==> src/rtl/sram_arb_pkg.sv <==
// Shared definitions for the two-port SRAM arbiter.
//   arb_state_e  : arbiter sequencing states
//   PORT_DCACHE  : port index of the data-cache controller
//   PORT_IFETCH  : port index of the instruction-fetch refill path
package sram_arb_pkg;

    typedef enum logic [1:0] {
        IDLE    = 2'd0,
        BUSY    = 2'd1,
        RELEASE = 2'd2
    } arb_state_e;

    localparam logic PORT_DCACHE = 1'b0;
    localparam logic PORT_IFETCH = 1'b1;

endpackage

==> src/rtl/rr_pick2.sv <==
// Combinational two-way round-robin picker.
//   pend[1:0] in  : per-port pending flags
//   last      in  : port granted most recently
//   valid     out : at least one port pending
//   winner    out : port to grant (meaningful only when valid)
module rr_pick2
    import sram_arb_pkg::*;
(
    input  logic [1:0] pend,
    input  logic       last,
    output logic       valid,
    output logic       winner
);

    always_comb begin
        valid  = |pend;
        winner = PORT_DCACHE;
        if (pend == 2'b11) begin
            // contention: the port that did not go last wins
            winner = ~last;
        end else if (pend[PORT_IFETCH]) begin
            winner = PORT_IFETCH;
        end
    end

endmodule

==> src/rtl/sram_arbiter.sv <==
// Shares one SRAM controller between the data cache (port 0) and the
// instruction refill path (port 1). One request is latched at a time,
// driven through the SRAM enable/ready handshake, and completed with a
// one-cycle ready pulse to the owning port, followed by one release cycle
// with both enables low.
//   clk, rst             : clock, asynchronous active-low reset
//   reqN_read/write      : port N request (held until reqN_ready)
//   reqN_address/wdata   : port N address / write data
//   reqN_ready           : port N completion pulse
//   rdata                : read data, valid in the reqN_ready cycle
//   sram_read/write_en   : enables to the SRAM controller
//   sram_address/wdata   : address / write data to the SRAM controller
//   sram_rdata           : read data from the SRAM controller
//   sram_ready           : done pulse from the SRAM controller
module sram_arbiter
    import sram_arb_pkg::*;
#(
    parameter int unsigned ADDR_W  = 32,
    parameter int unsigned WDATA_W = 32,
    parameter int unsigned RDATA_W = 64
) (
    input  logic               clk,
    input  logic               rst,
    input  logic               req0_read,
    input  logic               req0_write,
    input  logic [ADDR_W-1:0]  req0_address,
    input  logic [WDATA_W-1:0] req0_wdata,
    output logic               req0_ready,
    input  logic               req1_read,
    input  logic               req1_write,
    input  logic [ADDR_W-1:0]  req1_address,
    input  logic [WDATA_W-1:0] req1_wdata,
    output logic               req1_ready,
    output logic [RDATA_W-1:0] rdata,
    output logic               sram_read_en,
    output logic               sram_write_en,
    output logic [ADDR_W-1:0]  sram_address,
    output logic [WDATA_W-1:0] sram_wdata,
    input  logic [RDATA_W-1:0] sram_rdata,
    input  logic               sram_ready
);

    arb_state_e         state;
    arb_state_e         next_state;
    logic               owner;
    logic               last;
    logic               op_write;
    logic               op_read;
    logic [ADDR_W-1:0]  addr_q;
    logic [WDATA_W-1:0] wdata_q;

    logic [1:0]         pend;
    logic               pick_valid;
    logic               pick_winner;
    logic               grant;
    logic               sel_read;
    logic               sel_write;
    logic [ADDR_W-1:0]  sel_address;
    logic [WDATA_W-1:0] sel_wdata;

    assign pend = {req1_read | req1_write, req0_read | req0_write};

    rr_pick2 u_pick (
        .pend   (pend),
        .last   (last),
        .valid  (pick_valid),
        .winner (pick_winner)
    );

    assign grant       = (state == IDLE) && pick_valid;
    assign sel_read    = (pick_winner == PORT_IFETCH) ? req1_read    : req0_read;
    assign sel_write   = (pick_winner == PORT_IFETCH) ? req1_write   : req0_write;
    assign sel_address = (pick_winner == PORT_IFETCH) ? req1_address : req0_address;
    assign sel_wdata   = (pick_winner == PORT_IFETCH) ? req1_wdata   : req0_wdata;

    // State register
    always_ff @(posedge clk or negedge rst) begin
        if (!rst) begin
            state <= IDLE;
        end else begin
            state <= next_state;
        end
    end

    // Next-state logic
    always_comb begin
        next_state = state;
        case (state)
            IDLE:    if (pick_valid) next_state = BUSY;
            BUSY:    if (sram_ready) next_state = RELEASE;
            RELEASE: next_state = IDLE;
            default: next_state = IDLE;
        endcase
    end

    // Transaction registers: requester inputs are sampled only at grant
    always_ff @(posedge clk or negedge rst) begin
        if (!rst) begin
            owner    <= PORT_DCACHE;
            last     <= PORT_IFETCH;
            op_write <= 1'b0;
            op_read  <= 1'b0;
            addr_q   <= '0;
            wdata_q  <= '0;
        end else if (grant) begin
            owner    <= pick_winner;
            last     <= pick_winner;
            // read and write together is treated as a write
            op_write <= sel_write;
            op_read  <= sel_read & ~sel_write;
            addr_q   <= sel_address;
            wdata_q  <= sel_wdata;
        end
    end

    // Outputs: everything is quiet outside BUSY, so a mid-transaction
    // reset drops the enables and suppresses any ready pulse at once
    always_comb begin
        sram_read_en  = 1'b0;
        sram_write_en = 1'b0;
        sram_address  = '0;
        sram_wdata    = '0;
        req0_ready    = 1'b0;
        req1_ready    = 1'b0;
        rdata         = '0;
        if (state == BUSY) begin
            sram_read_en  = op_read;
            sram_write_en = op_write;
            sram_address  = addr_q;
            sram_wdata    = wdata_q;
            if (sram_ready) begin
                rdata      = sram_rdata;
                req0_ready = (owner == PORT_DCACHE);
                req1_ready = (owner == PORT_IFETCH);
            end
        end
    end

endmodule

==> config.mk <==
export PLATFORM = sky130hd
export DESIGN_NAME = sram_arbiter
export DESIGN_NICKNAME = d
export VERILOG_FILES = /design/src/rtl/sram_arb_pkg.sv /design/src/rtl/rr_pick2.sv /design/src/rtl/sram_arbiter.sv
export SDC_FILE = /design/constraint.sdc
export NUM_CORES = 1
export LEC_CHECK = 0
export CAP_MARGIN = 10
export CORE_AREA = 2 2 129 131
export CTS_BUF_LIST = sky130_fd_sc_hd__clkbuf_8
export CTS_CLUSTER_DIAMETER = 80
export DETAILED_ROUTE_END_ITERATION = 10
export DIE_AREA = 0 0 131 133
export GPL_ROUTABILITY_DRIVEN = 0
export GPL_TIMING_DRIVEN = 0
export PLACE_DENSITY = 0.68
export SYNTH_ARGS = -nofsm -noshare
export SYNTH_HDL_FRONTEND = slang
export SYNTH_SLANG_ARGS = --single-unit
export TNS_END_PERCENT = 5
==> constraint.sdc <==
create_clock -name clk -period 1.84 [get_ports clk]
set_clock_uncertainty 0.1 [all_clocks]
set_input_delay 0.368 -clock clk [delete_from_list [all_inputs] [get_ports clk]]
set_output_delay 0.368 -clock clk [all_outputs]
set_load 0.05 [all_outputs]
==> summary.md <==
| Metric | Value |
|---|---|
| DR iter-0 viols | 252 |
| Worst r2r dst | wdata_q[30] |
| Synthesized area | 4500 µm² |
| Max cap viols | 0 |
| Synth area leader | dfrtp_1 |
| Synthesized flop and latch total | 70 |
| Critical Path Sink Type | output pin |
| Die span in y | 133 µm |
| DRC errors left | 0 |
| Synth Warn # | 0 |
| Worst vdd ir | 0.00117 V |
| RSZ-0062 raised after global routing | yes |
| CP Capture Point | rdata[61] |
| TritonCTS clock tree | yes |
| Core Box Area | 16200 µm² |
| Fillers | 1444 |
| FMAX | 469 MHz |
| Critical path class | flip-flop to output pin |
| Power per Cell Area | 1830 nW/µm² |
| Worst slew pin tran | 0.525 ns |
| Final hold vios | 0 |
| TritonRoute pass-1 iters | 4 |
| Sequential cell area | 1750 µm² |
| Worst setup SP type | flip-flop |
| Status | complete, but fails checks |
| Lkg Pwr | 3.87 nW |
| Reg2Reg Launch Point | state[1] |
| Ports | 331 |
| Critical path required time | 1.37 ns |
| Final setup vio count | 132 |
| Fin crit share | 116% |
| Total CTS buffers | 9 |
| Share of layout cells above drive strength 1 | 32.0% |
| # nets final | 1030 |
| Footprint of the multi-input gates | 2660 µm² |
| Cells after Synth | 485 |
| Final WL | 21800 µm |
| Detailed Place HPWL | 15500 µm |
| Final Max Slew Viols | 0 |
| Worst setup path startpoint | state[1] |
| First-pass GRT wire length | 31800 µm |
| R2R Setup Slk | 0.02 ns |
| Largest net degree at the start of global routing | 37 |
| Htree depth | 3 |
| Port buffer count | 329 |
| Die area | 17400 µm² |
| Area Overhead vs Synth | 103% |
| Placed insts | 1035 |
| GRT Overall Usage | 23.7% |
| Die width | 131 µm |
| Relative slew slack | 65.0% |
| Largest fanout on the critical path | 7 |
| Clock transition at path regs | 0.07 ns |
| Wire per inst | 20.6 µm |
| Starting Density | 27.9% |
| Number of global-route vias before repair | 5463 |
| Failing checks | setup timing |
| CTS max path bufs | 2 |
| Initial antenna violation count | 2 |
| Synth top area share | 38.3% |
| Arrival @ worst endpoint | 1.67 ns |
| HP Class | input port to flip-flop |
| Post-Place Worst Slack | -1.36 ns |
| Mean Syn Cell Area | 9.29 µm² |
| Final Instance Count excl. Fillers | 1055 |
| CTS root buf | clkbuf_8 |
| Clk Latency, worst-skew pair | 0.36 ns |
| Number of routed nets with antenna violations | 0 |
| Sequential fraction of the synthesis area | 38.9% |
| Row count | 47 |
| TritonCTS Sinks | 70 |
| Syn nets | 684 |
| Slack of the critical path | -0.294 ns |
| Routed via count | 5491 |
| R2R depth | 6 |
| Netlist cell types | 25 |
| Minimum clock period | 2.13 ns |
| Leading post-synthesis cells by cell area | dfrtp_1 38%, a2bb2oi_1 12%, a311oi_1 12%, and2_1 9.3%, and3_1 9.0% |
| DR vias/cell | 5.20 |
| Grt ovf | 0 |
## worst min-delay path by stage
stage,startpoint,slack [ns],cells after the start,end
after floorplan,rst,-0.03,0,addr_q[0]
after global placement,op_write,0.37,2,op_write
after detailed placement,rst,0.28,1,addr_q[29]
after CTS,sram_ready,0.35,2,state[1]
after global routing,req0_write,0.38,3,op_write
final,sram_ready,0.36,2,state[1]
## state kept, by name, summed over array words and instances (netlist names)
signal    cells
state         2
op_write      1
wdata_q      32
owner         1
addr_q       32
op_read       1
last          1
## layout by cell type, fill, tap and decap left out, types with 6 or more instances in the layout
cell type,count
clkdlybuf4s50_1,192
o21ai_0,64
clkbuf_8,14
a311oi_1,58
clkbuf_2,9
buf_4,12
and2_4,33
and2_1,31
and3_1,47
buf_8,49
a311oi_2,6
clkbuf_1,19
a2bb2oi_1,64
buf_2,13
and3_4,18
dfrtp_1,69
buf_6,92
## synthesized netlist by cell type
master	count
o2bb2ai_1	2
o21a_1	1
a21oi_1	1
nor2b_1	2
dfrtp_1	69
o21bai_1	1
clkbuf_1	39
a2bb2oi_1	64
a311oi_1	64
nor4_4	1
nor2_1	2
buf_1	3
buf_2	20
or2_1	3
o31a_1	1
buf_6	6
nand2b_1	2
and3_1	65
nand2_1	3
o21ai_1	2
o31ai_1	1
dfstp_2	1
o21ai_0	64
nor2_4	1
and2_1	67
## critical path, stage by stage (launching register included)
cell       delay, ns
dfrtp_1         0.40
nor2b_4         0.15
buf_12          0.13
buf_12          0.13
clkbuf_16       0.15
and3_4          0.19
buf_8           0.14
## layer usage
| metal | global-route usage [%] | vias to the layer above | wire (µm) |
|---|---|---|---|
| li1 | - | 2563 | - |
| met1 | 32.8 | 2643 | 9500 |
| met2 | 36.6 | 256 | 10100 |
| met3 | 6.96 | 29 | 1780 |
| met4 | 5.32 | 0 | 348 |
| met5 | 0 | - | 0 |
## what timing repair did
| item | CTS | global route |
|---|---|---|
| hold buffers | 1 | 0 |
| setup endpoints to repair | 196 | 196 |
| gates cloned | 2 | 0 |
| pin swaps | 26 | 9 |
| buffers inserted | 2 | 0 |
| endpoints found under the hold margin | 34 | 0 |
| gates resized for setup | 1032 | 87 |
## cell families after synthesis
kind of cell	count (synthesis)	synth area share [%]
compound gates	201	33.4
simple gates	146	20.4
flops	70	38.9
buf+inv	68	7.22
## area by class of cell
class                           instances  area share (%)
Clock buffer                           12            1.81
Timing Repair Buffer                  335            41.1
Buffer                                 68            5.66
Sequential cell                        70            19.2
Tap cell                              220            3.01
Clock inverter                          2          0.0959
Multi-Input combinational cell        347            29.1
Antenna cell                            1          0.0274
## per-stage QoR
step	hold slack (ns)	utilization, %	cell area [µm²]	setup TNS, ns	power (mW)
floorplan	-0.0276	-	4530	-7.76	9.78
CTS	0.349	55.1	8910	-40.74	16.4
detailed placement	0.277	50.2	8110	-177.94	13.4
finish	0.359	56.5	9140	-28.26	16.7
global placement	0.370	50.1	8100	-342.91	13.3
global route	0.381	56.5	9140	-42.74	17.5
## power by group
part           internal (mW)  total (mW)  switching [mW]
Clock                  0.579        1.19           0.614
Combinational           5.66        12.7            7.08
Sequential              2.35        2.79           0.444
(Power assumes the default switching activity.)
